[src/rtl/mem_port_arbiter_pkg.sv]
// Shared types and defaults for the IF/MEM unified-memory arbiter.
// Imported by the arbiter, its interface users and the stall counter.
package cpu_mem_pkg;

    localparam int DEF_ADDR_W = 32;
    localparam int DEF_DATA_W = 32;

    localparam logic MEM_WE_READ = 1'b0;

    typedef enum logic [1:0] {
        IDLE,
        BUSY_D,
        BUSY_I
    } arbState_t;

endpackage

[src/rtl/mem_port_arbiter_if.sv]
// Bus bundle between the pipeline (IF and MEM stages), the arbiter
// and the unified memory; the arbiter takes the slave view.
interface mem_port_arbiter_if #(
    parameter int ADDR_W = cpu_mem_pkg::DEF_ADDR_W,
    parameter int DATA_W = cpu_mem_pkg::DEF_DATA_W
);

    logic              if_req_i;
    logic [ADDR_W-1:0] if_addr_i;
    logic [DATA_W-1:0] if_rdata_o;

    logic              dm_read_i;
    logic              dm_write_i;
    logic [ADDR_W-1:0] dm_addr_i;
    logic [DATA_W-1:0] dm_wdata_i;
    logic [DATA_W-1:0] dm_rdata_o;

    logic              mem_req_o;
    logic              mem_we_o;
    logic [ADDR_W-1:0] mem_addr_o;
    logic [DATA_W-1:0] mem_wdata_o;
    logic              mem_ack_i;
    logic [DATA_W-1:0] mem_rdata_i;

    modport slave (
        input  if_req_i, if_addr_i,
        output if_rdata_o,
        input  dm_read_i, dm_write_i, dm_addr_i, dm_wdata_i,
        output dm_rdata_o,
        output mem_req_o, mem_we_o, mem_addr_o, mem_wdata_o,
        input  mem_ack_i, mem_rdata_i
    );

    modport master (
        output if_req_i, if_addr_i,
        input  if_rdata_o,
        output dm_read_i, dm_write_i, dm_addr_i, dm_wdata_i,
        input  dm_rdata_o,
        input  mem_req_o, mem_we_o, mem_addr_o, mem_wdata_o,
        output mem_ack_i, mem_rdata_i
    );

endinterface

[src/rtl/mem_port_arbiter_stall_counter.sv]
// Free-running wrap-around counter of pipeline stall cycles.
// Cleared asynchronously with the rest of the core.
module stall_counter #(
    parameter int CNT_W = 32
) (
    input  logic             clk_i,
    input  logic             rst_i,
    input  logic             en,
    output logic [CNT_W-1:0] cnt
);

    // Count every enabled cycle, wrapping modulo 2^CNT_W.
    always_ff @(posedge clk_i or negedge rst_i) begin
        if (!rst_i) begin
            cnt <= '0;
        end else if (en) begin
            cnt <= cnt + CNT_W'(1);
        end
    end

endmodule

[src/rtl/mem_port_arbiter.sv]
// Serialises IF fetches and MEM loads/stores onto one memory port,
// freezing the pipeline until every access of the cycle is done.
module mem_port_arbiter
    import cpu_mem_pkg::*;
#(
    parameter int ADDR_W = DEF_ADDR_W,
    parameter int DATA_W = DEF_DATA_W,
    parameter int CNT_W  = 32
) (
    input  logic             clk_i,
    input  logic             rst_i,
    input  logic             start_i,
    mem_port_arbiter_if.slave bus,
    output logic             stall_o,
    output logic [CNT_W-1:0] stall_cnt_o
);

    arbState_t         state;
    logic              ifDone;
    logic              dmDone;
    logic              dmReq;
    logic              stall;
    logic              memReq;
    logic              memWe;
    logic [ADDR_W-1:0] memAddr;
    logic [DATA_W-1:0] memWdata;
    logic [DATA_W-1:0] ifRdata;
    logic [DATA_W-1:0] dmRdata;

    assign dmReq = bus.dm_read_i | bus.dm_write_i;

    // Freeze while any requester of this cycle is still unserved.
    assign stall = rst_i & start_i
                 & ((bus.if_req_i & ~ifDone) | (dmReq & ~dmDone));

    assign stall_o         = stall;
    assign bus.mem_req_o   = memReq;
    assign bus.mem_we_o    = memWe;
    assign bus.mem_addr_o  = memAddr;
    assign bus.mem_wdata_o = memWdata;
    assign bus.if_rdata_o  = ifRdata;
    assign bus.dm_rdata_o  = dmRdata;

    // Arbitration FSM; data wins because it belongs to the older instruction.
    always_ff @(posedge clk_i or negedge rst_i) begin
        if (!rst_i) begin
            state    <= IDLE;
            memReq   <= 1'b0;
            memWe    <= 1'b0;
            memAddr  <= '0;
            memWdata <= '0;
            ifRdata  <= '0;
            dmRdata  <= '0;
        end else begin
            unique case (state)
                IDLE: begin
                    if (start_i && dmReq && !dmDone) begin
                        state    <= BUSY_D;
                        memReq   <= 1'b1;
                        memWe    <= bus.dm_write_i;
                        memAddr  <= bus.dm_addr_i;
                        memWdata <= bus.dm_wdata_i;
                    end else if (start_i && bus.if_req_i && !ifDone) begin
                        state    <= BUSY_I;
                        memReq   <= 1'b1;
                        memWe    <= MEM_WE_READ;
                        memAddr  <= bus.if_addr_i;
                        memWdata <= '0;
                    end
                end
                BUSY_D: begin
                    if (bus.mem_ack_i) begin
                        state    <= IDLE;
                        memReq   <= 1'b0;
                        memWe    <= 1'b0;
                        memAddr  <= '0;
                        memWdata <= '0;
                        if (!memWe) begin
                            dmRdata <= bus.mem_rdata_i;
                        end
                    end
                end
                BUSY_I: begin
                    if (bus.mem_ack_i) begin
                        state    <= IDLE;
                        memReq   <= 1'b0;
                        memWe    <= 1'b0;
                        memAddr  <= '0;
                        memWdata <= '0;
                        ifRdata  <= bus.mem_rdata_i;
                    end
                end
                default: begin
                    state    <= IDLE;
                    memReq   <= 1'b0;
                    memWe    <= 1'b0;
                    memAddr  <= '0;
                    memWdata <= '0;
                end
            endcase
        end
    end

    // Done flags remember served requesters until the pipeline advances.
    always_ff @(posedge clk_i or negedge rst_i) begin
        if (!rst_i) begin
            ifDone <= 1'b0;
            dmDone <= 1'b0;
        end else if (!stall) begin
            ifDone <= 1'b0;
            dmDone <= 1'b0;
        end else if (bus.mem_ack_i) begin
            if (state == BUSY_D) begin
                dmDone <= 1'b1;
            end
            if (state == BUSY_I) begin
                ifDone <= 1'b1;
            end
        end
    end

    stall_counter #(
        .CNT_W (CNT_W)
    ) u_stallCounter (
        .clk_i (clk_i),
        .rst_i (rst_i),
        .en    (stall),
        .cnt   (stall_cnt_o)
    );

endmodule

[src/flat_wrapper.sv]
// flat-port wrapper written by rule: the top's interface ports become plain ports
module mem_port_arbiter_flat import cpu_mem_pkg::*;
#(
    parameter int ADDR_W = DEF_ADDR_W,
    parameter int DATA_W = DEF_DATA_W,
    parameter int CNT_W  = 32
)
  (clk_i, rst_i, start_i, stall_o, stall_cnt_o, bus_if_req_i, bus_if_addr_i, bus_if_rdata_o, bus_dm_read_i, bus_dm_write_i, bus_dm_addr_i, bus_dm_wdata_i, bus_dm_rdata_o, bus_mem_req_o, bus_mem_we_o, bus_mem_addr_o, bus_mem_wdata_o, bus_mem_ack_i, bus_mem_rdata_i);
  mem_port_arbiter_if #(.ADDR_W(ADDR_W), .DATA_W(DATA_W)) bus_i ();
  input  logic clk_i;
  input  logic rst_i;
  input  logic start_i;
  output logic stall_o;
  output logic [CNT_W-1:0] stall_cnt_o;
  input wire logic [$bits(bus_i.if_req_i)-1:0] bus_if_req_i;
  input wire logic [$bits(bus_i.if_addr_i)-1:0] bus_if_addr_i;
  output wire logic [$bits(bus_i.if_rdata_o)-1:0] bus_if_rdata_o;
  input wire logic [$bits(bus_i.dm_read_i)-1:0] bus_dm_read_i;
  input wire logic [$bits(bus_i.dm_write_i)-1:0] bus_dm_write_i;
  input wire logic [$bits(bus_i.dm_addr_i)-1:0] bus_dm_addr_i;
  input wire logic [$bits(bus_i.dm_wdata_i)-1:0] bus_dm_wdata_i;
  output wire logic [$bits(bus_i.dm_rdata_o)-1:0] bus_dm_rdata_o;
  output wire logic [$bits(bus_i.mem_req_o)-1:0] bus_mem_req_o;
  output wire logic [$bits(bus_i.mem_we_o)-1:0] bus_mem_we_o;
  output wire logic [$bits(bus_i.mem_addr_o)-1:0] bus_mem_addr_o;
  output wire logic [$bits(bus_i.mem_wdata_o)-1:0] bus_mem_wdata_o;
  input wire logic [$bits(bus_i.mem_ack_i)-1:0] bus_mem_ack_i;
  input wire logic [$bits(bus_i.mem_rdata_i)-1:0] bus_mem_rdata_i;
  assign bus_i.if_req_i = bus_if_req_i;
  assign bus_i.if_addr_i = bus_if_addr_i;
  assign bus_if_rdata_o = bus_i.if_rdata_o;
  assign bus_i.dm_read_i = bus_dm_read_i;
  assign bus_i.dm_write_i = bus_dm_write_i;
  assign bus_i.dm_addr_i = bus_dm_addr_i;
  assign bus_i.dm_wdata_i = bus_dm_wdata_i;
  assign bus_dm_rdata_o = bus_i.dm_rdata_o;
  assign bus_mem_req_o = bus_i.mem_req_o;
  assign bus_mem_we_o = bus_i.mem_we_o;
  assign bus_mem_addr_o = bus_i.mem_addr_o;
  assign bus_mem_wdata_o = bus_i.mem_wdata_o;
  assign bus_i.mem_ack_i = bus_mem_ack_i;
  assign bus_i.mem_rdata_i = bus_mem_rdata_i;
  mem_port_arbiter #(.ADDR_W(ADDR_W), .DATA_W(DATA_W), .CNT_W(CNT_W)) u_core (.clk_i(clk_i), .rst_i(rst_i), .start_i(start_i), .bus(bus_i), .stall_o(stall_o), .stall_cnt_o(stall_cnt_o));
endmodule
[config.mk]
export PLATFORM = sky130hd
export DESIGN_NAME = mem_port_arbiter_flat
export DESIGN_NICKNAME = d
export VERILOG_FILES = /design/src/rtl/mem_port_arbiter_pkg.sv /design/src/rtl/mem_port_arbiter_if.sv /design/src/rtl/mem_port_arbiter_stall_counter.sv /design/src/rtl/mem_port_arbiter.sv /design/src/flat_wrapper.sv
export SDC_FILE = /design/constraint.sdc
export NUM_CORES = 1
export LEC_CHECK = 0
export ABC_CLOCK_PERIOD_IN_PS = 2700
export CAP_MARGIN = 30
export CORE_ASPECT_RATIO = 1.5
export CORE_UTILIZATION = 30
export DETAILED_ROUTE_END_ITERATION = 8
export DONT_BUFFER_PORTS = 1
export PLACE_DENSITY_LB_ADDON = 0.25
export SLEW_MARGIN = 5
export SYNTH_ARGS = -nofsm -noshare
export SYNTH_HDL_FRONTEND = slang
export SYNTH_SLANG_ARGS = --single-unit
[constraint.sdc]
create_clock -name clk_i -period 2.7 [get_ports clk_i]
set_clock_uncertainty 0.15 [all_clocks]
set_input_delay 0.405 -clock clk_i [delete_from_list [all_inputs] [get_ports clk_i]]
set_output_delay 0.405 -clock clk_i [all_outputs]
set_load 0.05 [all_outputs]
==> qor_table.md <==
| Parameter | Value |
| --- | --- |
| Classification of the worst-slack hold path | input port to asynchronous set/reset pin |
| Clock buffers created by TritonCTS | 17 |
| Number of max-slew violations in the final report | 0 |
| Area fraction in and, or, nand and nor cells after synthesis | 5.639% |
| Arrival time of the worst setup path | 1.83 ns |
| First-pass DRT Iterations | 4 |
| Commonest cells after routing, fill and taps aside | dfrtp_1, mux2_2, dlygate4sd3_1, a22o_1, buf_4 |
| Clock network latency to the later pin of the worst-skew pair | 0.42 ns |
| Primary flip-flop cell chosen by synthesis mapping | dfrtp_1 |
| Setup violations, final | 0 |
| Placer congestion estimate | 0.7237 |
| TritonCTS Sinks | 166 |
| Main combinational cell family by area after synthesis | multiplexers |
| Global-route wire length before repair | 25.16 mm |
| Number of max-cap violations | 0 |
| Length of routed met3 wiring | 1.246 mm |
| Worst-case hold slack | -0.4708 ns |
| # Post-CTS Setup Buffers | 0 |
| Input/output buffers | 0 |
| Post-layout min period | 2.381 ns |
| Largest incremental delay on the critical path | 0.39 ns |
| Area of the die | 23850 um^2 |
| DR top layer | met4 |
| Fraction of layout cells with a size suffix above 1 | 30.02% |
| Result of the run | finished, violations left |
| Maximum fanout along the worst path | 5 |
| Number of nets still failing antenna checks after routing | 0 |
| Part of the cycle the worst path needs | 88.20% |
| Area share of fa/ha/maj cells after synthesis | 0.7184% |
| Relative slew slack | 61.57% |
| Maximum clock frequency | 0.4199 GHz |
| Mapped Avg Cell Area | 14.67 um^2 |
| Worst Setup Start Kind | flip-flop |
| Detailed-route wire length on metal 1 | 6.004 mm |
| Count of cell types in the netlist | 36 |
| Logic depth of the worst register-to-register path | 6 |
| Slew of the pin with the lowest slew margin | 0.5765 ns |
| Fraction of registers with async set/reset | 100.0% |
| Violations in the final reports | hold timing |
| Number of antenna violations at the first check in global routing | 0 |
| Warnings from Yosys | 0 |
| Number of synthesized register bits | 166 |
| Cts hold-fix bufs | 66 |
| Total gr overflow | 0 |
| Setup slack after placement | 0.3845 ns |
| Max H-tree Level | 4 |
| Power, Total | 0.01156 W |
| Via count of the first global-routing pass | 4559 |
| Die Y-Extent | 188.6 um |
| Category of the most critical setup path | flip-flop to output pin |
| Netlist area before placement | 6967 um^2 |
| Layout Nets | 709 |
| CTS tree | done |
| Share of the synthesized area in compound gates (AO/OA/AOI/OAI) | 9.842% |
| Total of cells resized after clock tree synthesis | 0 |
| Number of failing hold endpoints at the final stage | 166 |
| Count of mapped cells out of synthesis | 475 |
| Critical Path RT | 2.14 ns |
| Area grow syn2layout | 24.48% |
| Remaining DRCs | 0 |
| Routed Wire Length | 16.12 mm |
| Max stage delay cell, worst path | dfrtp_1 |
| XOR/XNOR share of the synthesized area | 3.897% |
| CTS Root Buffer Type | clkbuf_16 |
| RSZ-0062 raised after global routing | no |
| Area of the core | 22550 um^2 |
| Row count | 67 |
| Number of flops mapped to enable cells by yosys | 0 |
| Minimum setup slack in the final design | 0.3187 ns |
| Clock slew at reported path FFs | 0.06 ns |
| Syn_nets | 614 |
| Vias | 4335 |
| Largest net degree at the start of global routing | 171 |
| Worst IR drop on VDD | 0.6074 mV |
| Routed wire length on met2 | 8.579 mm |
| Die outline width | 126.4 um |
| Ant. Diodes | 0 |
| Share of the yosys chip area belonging to registers | 59.63% |
| Power per Cell Area | 1332 nW/um^2 |
| DR iter-0 viols | 124 |
| Share of cell area taken by muxes after synthesis | 17.46% |
| Final routed wire length divided by cell count | 18.76 um |
| Number of ports placed on the die boundary | 298 |
| Vias per cell | 5.047 |
| Most common cell after layout, fill and taps aside | dfrtp_1 |
| Initial Util | 30.89% |
| Cell-by-cell listing of the critical path | o21bai_2 -> a21oi_1 -> nand2_1 -> inv_1 |
| Sum of negative setup slack | 0 ns |
| Clock buffer depth | 2 |
| Total leakage power | 3.972 nW |
| Endpoint class of the critical path | output pin |
| DPL Wire Length | 11.08 mm |
| Aggregate global-route resource usage | 13.81% |
[cells by family (layout without fill, tap and decap cells)]
kind of cell    Yosys count  count (layout)
buf+inv                  33             141
mux                      98              98
simple gates             65              65
xor+xnor                 31              31
flops                   166             166
compound gates           78              78
fa+ha+maj                 4               4
[final timing paths]
path | to | startpoint | slack [ns]
max in group asynchronous | u_core.bus.mem_addr_o[18] | rst_i | 2.71
hold / removal | u_core.bus.dm_rdata_o[30] | rst_i | -0.47
hold reg to reg | u_core.ifDone | u_core.ifDone | 0.34
setup reg to reg | u_core.bus.mem_addr_o[27] | u_core.state[0] | 0.40
min in group clk_i | u_core.bus.mem_addr_o[7] | bus_if_addr_i[7] | 0.09
setup / recovery | stall_o | u_core.dmDone | 0.32
[final cells by class]
class	instances	area, um^2
Fill cell	2072	13880
Sequential cell	166	4154
Multi-Input combinational cell	276	2620
Timing Repair Buffer	103	950.9
Clock buffer	21	480.5
Tap cell	276	345.3
Clock inverter	11	98.84
Inverter	6	22.52
[Yosys cell counts, drive strengths merged (2+ instances only)]
cell type,count,area share (%)
a211oi,2,0.36
a21o,3,0.32
a21oi,4,0.45
a22o,65,8.2
and3,7,0.63
and4,2,0.25
buf,21,2.2
clkbuf,6,0.32
dfrtp,166,60
ha,4,0.72
inv,6,0.32
mux2,98,17
nand2,11,0.59
nand3,10,0.72
nand4,18,1.7
nand4b,2,0.25
nor2,6,0.32
nor3,3,0.22
xnor2,29,3.6
xor2,2,0.25
[flip-flops by register name, indices dropped and copies added (netlist names)]
name / count
u_core.bus.dm_rdata_o: 32
u_core.bus.mem_req_o: 1
u_core.state: 2
u_core.dmDone: 1
u_core.bus.mem_wdata_o: 32
u_core.u_stallCounter.cnt: 32
u_core.bus.mem_we_o: 1
u_core.bus.if_rdata_o: 32
u_core.bus.mem_addr_o: 32
u_core.ifDone: 1
[power by group]
group | internal [W] | total (W) | switching [W]
Combinational | 0.00140 | 0.00250 | 0.00110
Clock | 0.00137 | 0.00234 | 0.000978
Sequential | 0.00328 | 0.00672 | 0.00343
Total | 0.00605 | 0.0116 | 0.00551
[layer usage]
metal | global-route usage [%] | vias to the layer above
met5 | 0 | -
met4 | 6.209 | 0
met3 | 5.082 | 16
met2 | 23.86 | 198
met1 | 14.96 | 2185
li1 | - | 1936
[critical path: cells and delay by family, from the launching register on]
family,cells,cell delay (ns)
buffers and inverters,1,0.39
flip-flops,1,0.39
AO/OA/AOI/OAI,2,0.43
AND/OR/NAND/NOR,1,0.20
[stage by stage]
step	util, %	cell area, um^2	hold slack, ns	instances
6_report	38.46	8672	-0.4708	859
5_1_grt	38.46	8672	-0.5107	859
4_1_cts	38.46	8672	-0.5070	859
3_5_place_dp	32.96	7432	-0.03735	761
3_3_place_gp	32.96	7432	-0.03682	761
2_1_floorplan	-	6967	-0.04059	475
Note: power is estimated with default switching activity, not from simulation.
